$ cat src/rtl/cpu_defs.sv
// cpu_defs: shared XLEN default, RISC-V opcodes and prefetch FSM state encodings
package cpu_defs;
  localparam int XLEN_DEFAULT = 32;
  localparam logic [6:0] OPC_BRANCH = 7'b1100011;
  localparam logic [6:0] OPC_JAL = 7'b1101111;
  typedef enum logic {FETCH = 1'b0, FULL = 1'b1} state_e;
endpackage

$ cat src/rtl/prefetch_fifo.sv
// prefetch_fifo: instruction queue storage with wrapping head/tail pointers, flush and occupancy count
module prefetch_fifo #(
  parameter int WIDTH = 64,
  parameter int DEPTH = 4
) (
  input  logic                         clk,
  input  logic                         rst,
  input  logic                         flush,
  input  logic                         push,
  input  logic                         pop,
  input  logic [WIDTH-1:0]             push_data,
  output logic [WIDTH-1:0]             head_data,
  output logic [$clog2(DEPTH+1)-1:0]   count
);
  localparam int AW = $clog2(DEPTH);
  localparam int CW = $clog2(DEPTH+1);
  logic [WIDTH-1:0] mem_q [DEPTH];
  logic [AW-1:0] head_q, head_d, tail_q, tail_d;
  logic [CW-1:0] count_q, count_d;
  always_comb begin
    head_d = flush ? '0 : head_q + AW'(pop);
    tail_d = flush ? '0 : tail_q + AW'(push);
    count_d = flush ? '0 : count_q + CW'(push) - CW'(pop);
  end
  always_ff @(posedge clk or negedge rst) begin
    if (!rst) begin
      head_q <= '0;
      tail_q <= '0;
      count_q <= '0;
    end else begin
      head_q <= head_d;
      tail_q <= tail_d;
      count_q <= count_d;
    end
  end
  always_ff @(posedge clk) begin
    if (push) mem_q[tail_q] <= push_data;
  end
  assign head_data = mem_q[head_q];
  assign count = count_q;
endmodule

$ cat src/rtl/prefetch_unit.sv
// prefetch_unit: FETCH/FULL fetch FSM, fetch-PC and redirect logic over prefetch_fifo; PREFETCH_BTFN_EN enables BTFN prediction
module prefetch_unit
  import cpu_defs::*;
#(
  parameter int              XLEN     = XLEN_DEFAULT,
  parameter int              DEPTH    = 4,
  parameter logic [XLEN-1:0] RESET_PC = '0
) (
  input  logic                       clk,
  input  logic                       rst,
  output logic [XLEN-1:0]            rom_address,
  output logic                       rom_req,
  input  logic                       rom_ready,
  input  logic [31:0]                rom_data,
  input  logic                       redirect,
  input  logic [XLEN-1:0]            redirect_target,
  output logic                       instr_valid,
  input  logic                       instr_ready,
  output logic [31:0]                instr,
  output logic [XLEN-1:0]            pc,
  output logic                       pred_taken,
  output logic [$clog2(DEPTH+1)-1:0] count
);
  localparam int CW = $clog2(DEPTH+1);
`ifdef PREFETCH_BTFN_EN
  localparam int WIDTH = 33 + XLEN;
`else
  localparam int WIDTH = 32 + XLEN;
`endif
  state_e state_q, state_d;
  logic run_q;
  logic [XLEN-1:0] pc_q, pc_d, step;
  logic push, pop;
  logic [CW-1:0] cnt_d;
  logic [WIDTH-1:0] push_data, head;
  always_ff @(posedge clk or negedge rst) begin
    if (!rst) begin
      state_q <= FETCH;
      run_q <= 1'b0;
      pc_q <= RESET_PC;
    end else begin
      state_q <= state_d;
      run_q <= 1'b1;
      pc_q <= pc_d;
    end
  end
  always_comb begin
    state_d = (!redirect && cnt_d == CW'(DEPTH)) ? FULL : FETCH;
  end
  always_comb begin
    rom_req = run_q && state_q == FETCH;
    rom_address = pc_q;
    instr_valid = count != '0;
    instr = instr_valid ? head[XLEN+31:XLEN] : '0;
    pc = instr_valid ? head[XLEN-1:0] : '0;
`ifdef PREFETCH_BTFN_EN
    pred_taken = instr_valid && head[WIDTH-1];
`else
    pred_taken = 1'b0;
`endif
  end
`ifdef PREFETCH_BTFN_EN
  logic signed [31:0] imm;
  logic taken;
  always_comb begin
    taken = rom_data[6:0] == OPC_JAL || (rom_data[6:0] == OPC_BRANCH && rom_data[31]);
    imm = rom_data[6:0] == OPC_JAL
      ? {{11{rom_data[31]}}, rom_data[31], rom_data[19:12], rom_data[20], rom_data[30:21], 1'b0}
      : {{19{rom_data[31]}}, rom_data[31], rom_data[7], rom_data[30:25], rom_data[11:8], 1'b0};
    step = taken ? XLEN'(imm) : XLEN'(4);
    push_data = {taken, rom_data, pc_q};
  end
`else
  always_comb begin
    step = XLEN'(4);
    push_data = {rom_data, pc_q};
  end
`endif
  always_comb begin
    push = rom_req && rom_ready && !redirect;
    pop = instr_valid && instr_ready && !redirect;
    cnt_d = redirect ? '0 : count + CW'(push) - CW'(pop);
    pc_d = redirect ? {redirect_target[XLEN-1:2], 2'b00} : push ? pc_q + step : pc_q;
  end
  prefetch_fifo #(.WIDTH(WIDTH), .DEPTH(DEPTH)) u_fifo (
    .clk(clk),
    .rst(rst),
    .flush(redirect),
    .push(push),
    .pop(pop),
    .push_data(push_data),
    .head_data(head),
    .count(count)
  );
endmodule
$ cat config.mk
export PLATFORM = sky130hd
export DESIGN_NAME = prefetch_unit
export DESIGN_NICKNAME = d
export VERILOG_FILES = /design/src/rtl/cpu_defs.sv /design/src/rtl/prefetch_fifo.sv /design/src/rtl/prefetch_unit.sv
export SDC_FILE = /design/constraint.sdc
export NUM_CORES = 1
export LEC_CHECK = 0
export ABC_AREA = 1
export BUFFER_PORTS_ARGS = -buffer_cell sky130_fd_sc_hd__clkbuf_2
export CORE_MARGIN = 3
export CORE_UTILIZATION = 45
export CTS_CLUSTER_DIAMETER = 50
export DETAILED_ROUTE_END_ITERATION = 16
export PLACE_DENSITY = 0.76
export RECOVER_POWER = 50
export SETUP_SLACK_MARGIN = 0.1
export SLEW_MARGIN = 15
export SYNTH_ARGS = -nofsm -noshare
export SYNTH_HDL_FRONTEND = slang
export SYNTH_HIERARCHICAL = 1
export SYNTH_SLANG_ARGS = --single-unit
$ cat constraint.sdc
create_clock -name clk -period 8 [get_ports clk]
set_input_delay 1.2 -clock clk [delete_from_list [all_inputs] [get_ports clk]]
set_output_delay 1.2 -clock clk [all_outputs]
set_load 0.005 [all_outputs]
==> results.toml <==
[die]
num_rows = 62
fp.dieArea_sq_mm = 0.0315
num_io_pins = 171
die_w_um = 178
start_util_pct = 45.9
die_h_um = 178
core_sq_mm = 0.0289

[routing]
totalWireLength_mm = 27.3
num_vias = 9095
vias_per_cell = 4.92
first_iter_violations = 582
drt_pre_antenna_iters = 5
wl_per_cell_um = 14.8
antenna_left = 0
drc = 0

[setup_path]
slowest_delay_ns = 1.44
r2r_start = "state_q$_DFF_PN0_"
crit_path_end_kind = "register"
r2r_end = "u_fifo/mem_q[3][56]$_DFFE_PP_"
crit_path_cell_trace = "clkbuf_1 -> nor2_1 -> inv_1 -> nor3_2 -> buf_4"
r2r_setup_slack_ns = 4.18
crit_start = "redirect"
start_kind = "input pin"
cp.arrival_ns = 4.79
worst-path-max-fanout = 64
required_ns = 8.10
path_class = "input pin to register"
r2r_cells = 6
critPathSlowestCell = "nor2_1"

[global_routing]
grt_max_degree = 92
antenna_found_initial = 0
grt_pass1_vias = 8504
grt_usage_pct = 17.1
gr-total-overflow = 0
grt_pass1_wl_mm = 42.9

[cells_and_area]
design_area_sq_mm = 0.0153
fillerInstances = 2525
fin_nets = 1521
num_antenna_cells = 0
drive_above_1_share_pct = 12.4
area_delta_synth_final_pct = 15.7
layout.cells.non_filler = 1849
seqCellArea_sq_mm = 0.00867
multi_input_area_sq_mm = 0.00341

[sta]
period_needed_ns = 4.69
rsz0062_at_grt = "no"
setup_slack_ns = 3.31
finalHoldViolCount = 0
period_share_pct = 58.6
finalMaxSlewViolations = 63
slew_headroom_pct = -53.1
setup_tns_ns = 0
finClkSkew_ns = 0.0185
hold_slack_ns = 0.634
setup_viol = 0
max_freq_ghz = 0.213
worstMarginPinSlew_ns = 2.30

[placement]
placed_cells = 1791
dpl_cell_area_sq_mm = 0.0144
portBuffers = 165
post-dp-hpwl_mm = 16.7
pre_cts_ws_ns = 3.57
place_congestion = 0.890

[worst_hold_path]
min_from = "rom_address[6]$_DFFE_PN0N_"
holdPathEnd = "u_fifo/mem_q[3][6]$_DFFE_PP_"
holdPathStages = 0
hold_path_class = "register to register"

[synthesis]
syn-instance-count = 1283
synth.avg_cell_area_sq_um = 10.3
synth_cell_types = 37
synth_area_sq_mm = 0.0132
synth_seq_cells = 295
ys_warn_count = 6
seq_area_frac_synth_pct = 65.4

[clock_network]
cts.path.max_buffers = 3
cts_tree = "built"
post-cts-setup-buffers = 0
numCtsBuffers = 34
root_buffer = "clkbuf_16"
cts.clk_slew.worst_paths_ns = 0.06
htreeDepth = 2
cts_resized = 0
clkLatencyLatePin_ns = 0.50
clock-sinks = 295
cts_hold_buf = 0

[pwr]
max-vdd-ir-drop_mv = 0.184
p_leak_nw = 6.35
power_density_mw_per_mm2 = 264

[flow_run]
maxCapViolCount = 3

[run_status]
violations = "capacitance limit, slew limit"
status = "finished with violations"
==> metrics by stage <==
step	total power, mW	utilization, %
2_1_floorplan	2.34	-
3_3_place_gp	2.67	49.8
3_5_place_dp	2.69	49.8
4_1_cts	4.12	53.4
5_1_grt	4.29	53.1
6_report	4.05	53.1
==> routing by layer <==
metal | vias up | global-route usage, % | part of all wire [%]
li1 | 4514 | - | -
met1 | 4248 | 22.4 | 44
met2 | 281 | 28.9 | 48
met3 | 52 | 3.17 | 6.2
met4 | 0 | 5.14 | 2.2
met5 | - | 0 | 0
==> cell families after synthesis <==
kind of cell             share of synthesized area [%]
XOR/XNOR                                         0.727
AO/OA/AOI/OAI                                     9.77
other                                           0.0567
adder cells (fa/ha/maj)                          0.963
buffers and inverters                             9.28
flip-flops                                        65.4
AND/OR/NAND/NOR                                   13.8
==> synthesized netlist by cell type <==
library cell    n  area [sq um]
edfxtp_1      256          7690
nand3_4         1          17.5
nor2_1        113           424
nor3_4          1          16.3
nand3_2         1          10.0
xnor2_1         3          26.3
a22o_1          2          17.5
inv_2           2          7.51
xor2_1          8          70.1
nor3b_1         2          15.0
buf_1           2          7.51
a31oi_1         1          6.26
o21ai_1        14          70.1
a22oi_1         2          15.0
fa_1            2          40.0
nand3_1        37           185
conb_1          2          7.51
nand2_2         1          6.26
nor4_1          1          6.26
o211ai_1       70           526
dfrtp_1        39           976
ha_1            7          87.6
o221ai_1        1          8.76
nor2_2          2          12.5
and2_1          1          6.26
a21oi_1        69           345
nor3_1          7          35.0
o21ai_0        58           290
nand4_1         1          6.26
o21bai_1        2          15.0
nor2_4          6          67.6
nand2_4         1          11.3
nand2_1       269          1010
inv_1         241           905
buf_4          11          82.6
clkbuf_1        6          22.5
buf_2          41           205
==> sequential cells by signal, summed over array words and instances, names as in the netlist <==
| register | count |
|---|---|
| rom_address | 30 |
| state_q | 1 |
| u_fifo/mem_q | 256 |
| u_fifo/head_q | 2 |
| run_q | 1 |
| u_fifo/count | 3 |
| u_fifo/tail_q | 2 |
==> final cells by class <==
| class | instances | area share, % |
|---|---|---|
| repair buffers | 174 | 5.32 |
| flip-flops and latches | 295 | 56.6 |
| inverters | 243 | 5.95 |
| multi-input cells | 695 | 22.3 |
| clock inverters | 15 | 0.808 |
| well taps | 384 | 3.14 |
| clock buffers | 43 | 5.91 |
==> worst max-delay path: cells and delay by family <==
kind                   cells  cell delay (ns)
buffers and inverters      3             1.76
AND/OR/NAND/NOR            2             1.73
==> worst max-delay path by stage <==
| stage | end | slack (ns) | depth (start not counted) |
|---|---|---|---|
| 2_1_floorplan | u_fifo/mem_q[1][0]$_DFFE_PP_ | 1.26 | 5 |
| 3_3_place_gp | u_fifo/mem_q[3][40]$_DFFE_PP_ | 3.66 | 5 |
| 3_5_place_dp | u_fifo/mem_q[3][40]$_DFFE_PP_ | 3.57 | 5 |
| 4_1_cts | pc[12] | 3.80 | 6 |
| 5_1_grt | u_fifo/mem_q[3][56]$_DFFE_PP_ | 3.01 | 5 |
| 6_report | u_fifo/mem_q[3][56]$_DFFE_PP_ | 3.31 | 5 |
==> cells in the final DEF, fill, tap and decap left out, types with 3 or more instances in the layout <==
master     netlist  layout
a21oi_1         69      69
buf_4           11       8
clkbuf_1         6      68
clkbuf_16        0      35
clkbuf_2         0     106
clkinv_1         0       3
clkinv_2         0       4
conb_1           2      12
dfrtp_1         39      37
edfxtp_1       256     256
ha_1             7       7
inv_1          241     242
inv_6            0       3
nand2_1        269     269
nand3_1         37      37
nor2_1         113     114
nor2_4           6       6
nor3_2           0       5
o211ai_1        70      70
o21ai_0         58      58
o21ai_1         14      14
xnor2_1          3       3
xor2_1           8       8
==> power by group <==
| part | internal [mW] | total, mW | switching (mW) |
|---|---|---|---|
| clock network | 0.840 | 1.41 | 0.569 |
| registers | 1.75 | 1.86 | 0.107 |
| logic | 0.289 | 0.782 | 0.494 |
| total | 2.88 | 4.05 | 1.17 |
No activity file was read; power rests on OpenSTA's default activity.
